==> config.mk <==
export PLATFORM = sky130hd
export DESIGN_NAME = sync_req_arbiter
export DESIGN_NICKNAME = d
export VERILOG_FILES = /design/src/rtl/sync_arb_pkg.sv /design/src/rtl/req_sync.sv /design/src/rtl/sync_req_arbiter.sv
export SDC_FILE = /design/constraint.sdc
export NUM_CORES = 1
export LEC_CHECK = 0
export ABC_AREA = 1
export BUFFER_PORTS_ARGS = -buffer_cell sky130_fd_sc_hd__buf_4
export CELL_PAD_IN_SITES_DETAIL_PLACEMENT = 0
export CELL_PAD_IN_SITES_GLOBAL_PLACEMENT = 2
export CORE_UTILIZATION = 30
export CTS_BUF_LIST = sky130_fd_sc_hd__clkbuf_2
export DETAILED_ROUTE_END_ITERATION = 10
export PLACE_DENSITY_LB_ADDON = 0.1
export RECOVER_POWER = 25
export SLEW_MARGIN = 10
export SYNTH_ARGS = -nofsm -noshare
export SYNTH_HDL_FRONTEND = slang
export SYNTH_SLANG_ARGS = --single-unit
==> constraint.sdc <==
create_clock -name clk -period 1.2 [get_ports clk]
set_input_delay 0.24 -clock clk [delete_from_list [all_inputs] [get_ports clk]]
set_output_delay 0.24 -clock clk [all_outputs]
set_load 0.01 [all_outputs]
==> src/rtl/sync_arb_pkg.sv <==
// Shared types and parameter defaults for the synchronizing round-robin arbiter.
package sync_arb_pkg;

    localparam int DEFAULT_NUM_REQ        = 4;
    localparam int DEFAULT_TIMEOUT_CYCLES = 16;

    typedef enum logic [1:0] {
        IDLE,
        GRANT,
        RELEASE
    } arb_state_t;

endpackage

==> src/rtl/req_sync.sv <==
// Two-flop synchronizer bringing one asynchronous request level into the clk domain.
module req_sync (
    input  logic clk,
    input  logic rst,
    input  logic async_in,
    output logic sync_out
);

    logic meta;

    always_ff @(posedge clk) begin
        if (rst) begin
            meta     <= 1'b0;
            sync_out <= 1'b0;
        end else begin
            meta     <= async_in;
            sync_out <= meta;
        end
    end

endmodule

==> src/rtl/sync_req_arbiter.sv <==
// Round-robin arbiter for asynchronous requesters with per-grant timeout and
// a mandatory release/idle gap between grants.
module sync_req_arbiter
    import sync_arb_pkg::*;
#(
    parameter int NUM_REQ        = DEFAULT_NUM_REQ,
    parameter int TIMEOUT_CYCLES = DEFAULT_TIMEOUT_CYCLES
) (
    input  logic                       clk,
    input  logic                       rst,
    input  logic [NUM_REQ-1:0]         async_req,
    input  logic                       done,
    output logic [NUM_REQ-1:0]         grant,
    output logic [$clog2(NUM_REQ)-1:0] grant_id,
    output logic                       busy,
    output logic                       timeout_err
);

    localparam int ID_W  = $clog2(NUM_REQ);
    localparam int CNT_W = (TIMEOUT_CYCLES > 1) ? $clog2(TIMEOUT_CYCLES) : 1;

    logic [NUM_REQ-1:0] sreq;

    for (genvar g = 0; g < NUM_REQ; g++) begin : g_sync
        req_sync u_req_sync (
            .clk      (clk),
            .rst      (rst),
            .async_in (async_req[g]),
            .sync_out (sreq[g])
        );
    end

    arb_state_t         state, state_next;
    logic [ID_W-1:0]    owner, owner_next;
    logic [ID_W-1:0]    ptr, ptr_next;
    logic [CNT_W-1:0]   cnt, cnt_next;
    logic [NUM_REQ-1:0] grant_next;
    logic [ID_W-1:0]    grant_id_next;
    logic               busy_next;
    logic               timeout_next;

    logic               found;
    logic [ID_W-1:0]    win;
    logic [ID_W-1:0]    cand;
    logic               timed_out;
    logic               owner_req;

    // NOTE: every variable driven here gets a default first, so no path can
    // leave one unassigned and infer a latch.
    always_comb begin
        state_next    = state;
        owner_next    = owner;
        ptr_next      = ptr;
        cnt_next      = cnt;
        grant_next    = grant;
        grant_id_next = grant_id;
        busy_next     = busy;
        timeout_next  = 1'b0;
        found         = 1'b0;
        win           = '0;
        cand          = '0;
        timed_out     = (cnt == CNT_W'(TIMEOUT_CYCLES - 1));
        owner_req     = sreq[owner];

        // Search starts at ptr and wraps, so the first hit is the round-robin winner.
        for (int i = 0; i < NUM_REQ; i++) begin
            cand = ID_W'((int'(ptr) + i) % NUM_REQ);
            if (!found && sreq[cand]) begin
                found = 1'b1;
                win   = cand;
            end
        end

        case (state)
            IDLE: begin
                grant_next    = '0;
                grant_id_next = '0;
                busy_next     = 1'b0;
                cnt_next      = '0;
                if (found) begin
                    state_next    = GRANT;
                    owner_next    = win;
                    grant_next    = NUM_REQ'(1) << win;
                    grant_id_next = win;
                    busy_next     = 1'b1;
                end
            end
            GRANT: begin
                if (done || !owner_req || timed_out) begin
                    state_next    = RELEASE;
                    grant_next    = '0;
                    grant_id_next = '0;
                    busy_next     = 1'b0;
                    // done and a dropped request both count as a normal finish.
                    timeout_next  = timed_out && !done && owner_req;
                end else begin
                    cnt_next = cnt + CNT_W'(1);
                end
            end
            RELEASE: begin
                state_next = IDLE;
                cnt_next   = '0;
                ptr_next   = (owner == ID_W'(NUM_REQ - 1)) ? '0 : owner + ID_W'(1);
            end
            default: begin
                state_next    = IDLE;
                grant_next    = '0;
                grant_id_next = '0;
                busy_next     = 1'b0;
            end
        endcase
    end

    // NOTE: sequential state uses non-blocking assignments only, so every
    // register samples the pre-edge values regardless of statement order.
    always_ff @(posedge clk) begin
        if (rst) begin
            state       <= IDLE;
            owner       <= '0;
            ptr         <= '0;
            cnt         <= '0;
            grant       <= '0;
            grant_id    <= '0;
            busy        <= 1'b0;
            timeout_err <= 1'b0;
        end else begin
            state       <= state_next;
            owner       <= owner_next;
            ptr         <= ptr_next;
            cnt         <= cnt_next;
            grant       <= grant_next;
            grant_id    <= grant_id_next;
            busy        <= busy_next;
            timeout_err <= timeout_next;
        end
    end

endmodule

; ---- Word level (Yosys, flattened, before mapping)
; Cells that the tools add are included.
[totals]
ff_bits = 26
input_bits = 7
out_inout_bits = 8
[classes]
n_addsub = 5
order_cmp = 5
eq_ne = 7
shift = 1
mux = 33
bitwise_logic = 3
n_reduce_logical = 20
[op_table]
columns = op, n
row1 = two-way mux 2 bit, 9
row2 = < comparator 2 x 3 -> 1 bit (second input constant), 5
row3 = two-way mux 4 bit, 3
row4 = case mux 4 bit (3 select lines), 1
row5 = two-way mux 1 bit, 11
row6 = binary-select mux 1 bit (select 2 bit), 5
row7 = case mux 4 bit (2 select lines), 1
row8 = AND reduction 2 bit, 4
row9 = != test 2 bit (second input constant), 3
row10 = case mux 2 bit (3 select lines), 1
row11 = logical AND 1 bit, 5
row12 = zero test 1 bit, 5
row13 = adder 2 x 1 -> 2 bit (second input constant), 2
row14 = adder 2 bit (second input constant), 2
row15 = adder 4 x 1 -> 4 bit (second input constant), 1
row16 = equality test 2 bit (second input constant), 2
row17 = equality test 4 bit (second input constant), 1
row18 = case mux 2 bit (2 select lines), 1
row19 = left shift 1 x 2 -> 4 bit (first input constant), 1
row20 = NOT 1 bit, 3
row21 = case mux 1 bit (3 select lines), 1
row22 = OR reduction 3 bit, 1
row23 = equality test 2 x 1 -> 1 bit (second input constant), 1
row24 = zero test 2 bit, 1
row25 = 3 further kinds, 4

; ---- Logic depth before layout (Yosys ltp)
[logic_depth]
depth_word = 15
ltp_mapped = 12
mapped_depth_nobuf = 12

; ---- Hierarchy
; A second synthesis with hierarchy kept.
[hier_totals]
hier_cells = 185
hier_area_um2 = 1298.7
[modules_own_cells]
columns = mod, n_inst, cells_each, area_each_um2, seq_area_each_um2
row1 = sync_req_arbiter, 1, 161, 1078.5, 360.3
row2 = req_sync, 4, 6, 55.1, 40.0

; ---- Worst setup path before layout
; OpenSTA, ideal clock, no wires.
[synth_timing]
path_kind = register to register
start = register ptr[0]
end = register grant[3]
setup_ps = 128
arrival_time_ps = 1181
slack_ps = -108
path_stages_with_launch = 13
period_less_slack_ps = 1308
path_cell_list = dfxtp_1 > buf_6 > nand2_1 > nand2_2 > nand2_1 > nand2_1 > nor2_1 > nor2_1 > nand2_2 > nand3_2 > nor2_1 > nor2_1 > nor2_1
[synth_between]
elab_chain_len = 15
word_cells_on_any_way = 28
classes_between = 3 x add/sub / 1 x shift / 18 x mux / 6 x reduce/logical
[synth_lines]
columns = item, line_no
row1 = "start, declared", sync_req_arbiter.sv:35  ; logic [ID_W-1:0] ptr, ptr_next;
row2 = "start signal, assigned", sync_req_arbiter.sv:129  ; ptr <= ptr_next;
row3 = "parallel branches: the longest is 13 deep, another holds adder 2 x 1 -> 2 bit", -
row4 = two-way mux 4 bit (*), sync_req_arbiter.sv:80  ; if (found) begin
row5 = case mux 4 bit (3 select lines) (*), sync_req_arbiter.sv:74  ; case (state)
row6 = "end signal, assigned", sync_req_arbiter.sv:131  ; grant <= grant_next;
row7 = "end, declared", sync_req_arbiter.sv:13  ; output logic [NUM_REQ-1:0] grant,
; Mark *: on every way between the ends. The select of a mux whose other input is x is not followed.
; A chain may end at the register's enable or synchronous reset.

; ---- Worst setup path in the final report
[layout_timing]
start = register ptr[0]
end = register grant[0]
; The elaborated chain is that of the path after synthesis.

==> impl_metrics.ini <==
[status]
status = finished with violations
violations = setup timing

[global_routing]
grt_pass1_vias = 1156
grt_max_degree = 22
grtUsageTotal = 0.144
grt_pass1_wl_um = 4810
grt_remaining_overflow = 0
grt_antenna_before_repair = 0

[power]
p_seq_frac = 0.373
irDropWorstVdd_uv = 642
combinationalPowerShare = 0.438
power.leakage_uw = 0.000849
p_clk_frac = 0.189
power.internal_uw = 1880
swShare = 0.364
power_density_nw_per_um2 = 1610
switching_power_uw = 1080
total_power_uw = 2960

[worst_setup_path]
crit_family = simple AND/OR/NAND/NOR gates
rrSetupSlack_ns = -0.26
critPathLaunchType = register
timing.rr.start = ptr[0]$_SDFFE_PP0P_
path_max_fanout = 4
crit_required_ns = 1.51
crit_type = reg -> reg
crit_buf_inv = 1
cp.arrival_ns = 1.77
end_kind = register
r2r_end = grant[0]$_SDFFE_PP0P_
crit_chain = buf_6 > nand2_1 > nand2_2 > nand2_1 > nand2_2 > nor2_1 > nor2_1 > nand2_2 > nand2_1 > nand3_1 > a21oi_2
reg2regPathDepth = 11
cp_slowest_cell = dfxtp_4
cpPeakStageDelay_ns = 0.45

[hold_path]
hold_end = g_sync[1].u_req_sync.meta$_SDFF_PP0_
whs_path_depth = 3
hp-class = in -> reg
hold_start = async_req[1]

[routing]
drt_iter0_drc = 22
avgRoutedWirePerCell_um = 10.5
first_pass_iters = 4
vias = 1247
ant_nets = 0
drcViolationCount = 0
routed_wl_um = 2930
vias_per_cell = 4.45

[placement]
pre_cts_ws_ns = -0.275
numPortBuffers = 14
place_area_um2 = 1610
routabilityCongestion = 0.874
hpwl_um = 2140

[timing]
timing_max_transition_violations_final = 0
relSlewSlack = 0.830
setup_viol = 15
skew_ns = 0.00593
setup_slack_ns = -0.257
hold_viol = 0
fin_crit_sh = 1.21
fmax_ghz = 0.686
worst_pin_slew_ns = 0.255
period_needed_ns = 1.46
rsz0062_at_grt = true

[cells_and_area]
synthToLayoutAreaGrowth_pct = 42.9
drive_above_1_share = 0.426
stdcell_area_um2 = 1830
diodes = 0
nNetsFinal = 240

[clock_tree]
worstSkewPairLatency_ns = 0.35
cts_htree_levels = 1
cts-root-buf = clkbuf_2
clockBufferDepth = 2
cts_tree = done
cts_buffers = 3
clock-sinks = 26
path_clk_slew_ns = 0.26

[die]
core_um2 = 4060
initial_core_util = 0.316
dieArea_um2 = 4540
die_w_um = 67.4
die_y_um = 67.4
io_pins = 15
num_rows = 23

[synth]
async_reset_ff_frac = 0
ys_types = 23
synth_common_cells = nand2_1 (48), nor2_1 (30), dfxtp_1 (26)
avgSynthCellArea_um2 = 6.79
synth_flop_cell = dfxtp_1
synth_area_leaders = dfxtp_1 (41%), nand2_1 (14%), nor2_1 (8.8%), inv_1 (7.0%), a21oi_1 (5.1%)
syn_area_um2 = 1280
synth-seq-cells = 26
synth-edff-count = 0
synthCells = 189
yosys.cell_count.top_type = nand2_1
synth_top_area_share = 0.406
yosysWarnings = 0
syn_nets = 198
yosysTopAreaCell = dfxtp_1
ys_seq_area_frac = 0.406

[run]
maxCapViolCount = 0
## layout by cell type, fill, tap and decap left out, types with 2 or more instances in the layout
cell type	n
dfxtp_1	18
nand3b_1	2
dfxtp_2	6
dfxtp_4	2
nand3_2	6
o21ai_1	2
o21ai_0	2
nand3_1	5
inv_1	21
clkbuf_2	3
nand2_2	18
nand3_4	2
inv_2	6
nand2_4	6
nor2_1	25
nor2_2	5
a21oi_1	13
ha_1	2
nor3_1	2
buf_6	5
buf_4	33
nand2_1	35
## registers in the layout (all words and copies together) (netlist names)
signal and cells:
owner 2, g_sync.u_req_sync.sync_out 4, busy 1, state 2, grant 4, cnt 4
timeout_err 1, ptr 2, g_sync.u_req_sync.meta 4, grant_id 2
## worst register-to-register path, cell delays in order, from the launching register on
cell and delay (ns):
dfxtp_4 0.45, buf_6 0.12, nand2_1 0.06, nand2_2 0.08, nand2_1 0.06, nand2_2 0.08
nor2_1 0.04, nor2_1 0.12, nand2_2 0.09, nand2_1 0.10, nand3_1 0.09, a21oi_2 0.12
## how the worst max path moves through the flow
stage,startpoint,endpoint,slack [ns],depth (start not counted)
3_5_place_dp,ptr[0]$_SDFFE_PP0P_,grant[1]$_SDFFE_PP0P_,-0.27,12
3_3_place_gp,ptr[0]$_SDFFE_PP0P_,grant[1]$_SDFFE_PP0P_,-0.26,11
2_1_floorplan,ptr[0]$_SDFFE_PP0P_,grant[3]$_SDFFE_PP0P_,-0.07,12
5_1_grt,ptr[0]$_SDFFE_PP0P_,grant[3]$_SDFFE_PP0P_,-0.41,12
6_report,ptr[0]$_SDFFE_PP0P_,grant[0]$_SDFFE_PP0P_,-0.26,11
4_1_cts,ptr[0]$_SDFFE_PP0P_,grant[1]$_SDFFE_PP0P_,-0.28,12
## area by class of cell
| type | instances | area, um^2 |
|---|---|---|
| Clock buffer | 3 | 15.0 |
| Clock inverter | 1 | 30.0 |
| Fill cell | 432 | 2220 |
| Inverter | 29 | 116 |
| Multi-Input combinational cell | 131 | 739 |
| Sequential cell | 26 | 536 |
| Tap cell | 50 | 62.6 |
| Timing Repair Buffer | 40 | 334 |
## power by group through the flow
stage	registers [uW]	clock network [uW]	logic (uW)
final	1100	558	1290
after floorplan	1130	0	644
after global placement	1110	0	1080
after CTS	1100	589	1310
after global routing	1120	628	1440
after detailed placement	1110	0	1080
## through the flow
| stage | hold slack [ns] | TNS [ns] | std cells | utilization |
|---|---|---|---|---|
| after floorplan | 0.347 | -0.335 | 189 | - |
| after global placement | 0.393 | -2.52 | 271 | 0.396 |
| after detailed placement | 0.395 | -2.66 | 271 | 0.396 |
| after CTS | 0.0103 | -2.85 | 281 | 0.442 |
| after global routing | 0.00543 | -4.33 | 280 | 0.452 |
| final | 0.0513 | -2.50 | 280 | 0.452 |
## logic make-up after synthesis
kind of cell / share of synthesized area
buf+inv: 0.0995
simple gates: 0.390
fa+ha+maj: 0.0195
compound gates: 0.0849
flops: 0.406
## what timing repair did
| item | 4_1_cts | 5_1_grt |
|---|---|---|
| pin swaps | 14 | 9 |
| gates resized for setup | 31 | 16 |
| setup endpoints to repair | 15 | 17 |
| hold endpoints to repair | 0 | 1 |
| hold buffers | 0 | 1 |
| buffers inserted | 6 | 0 |
## metal layers
metal / share of wire / up-vias / track usage
met4: 0.012 / 0 / 0.0505
met3: 0.020 / 4 / 0.0372
met1: 0.46 / 565 / 0.157
li1: - / 666 / -
met2: 0.51 / 12 / 0.265
met5: 0 / - / 0
Note: power is estimated with default switching activity, not from simulation.
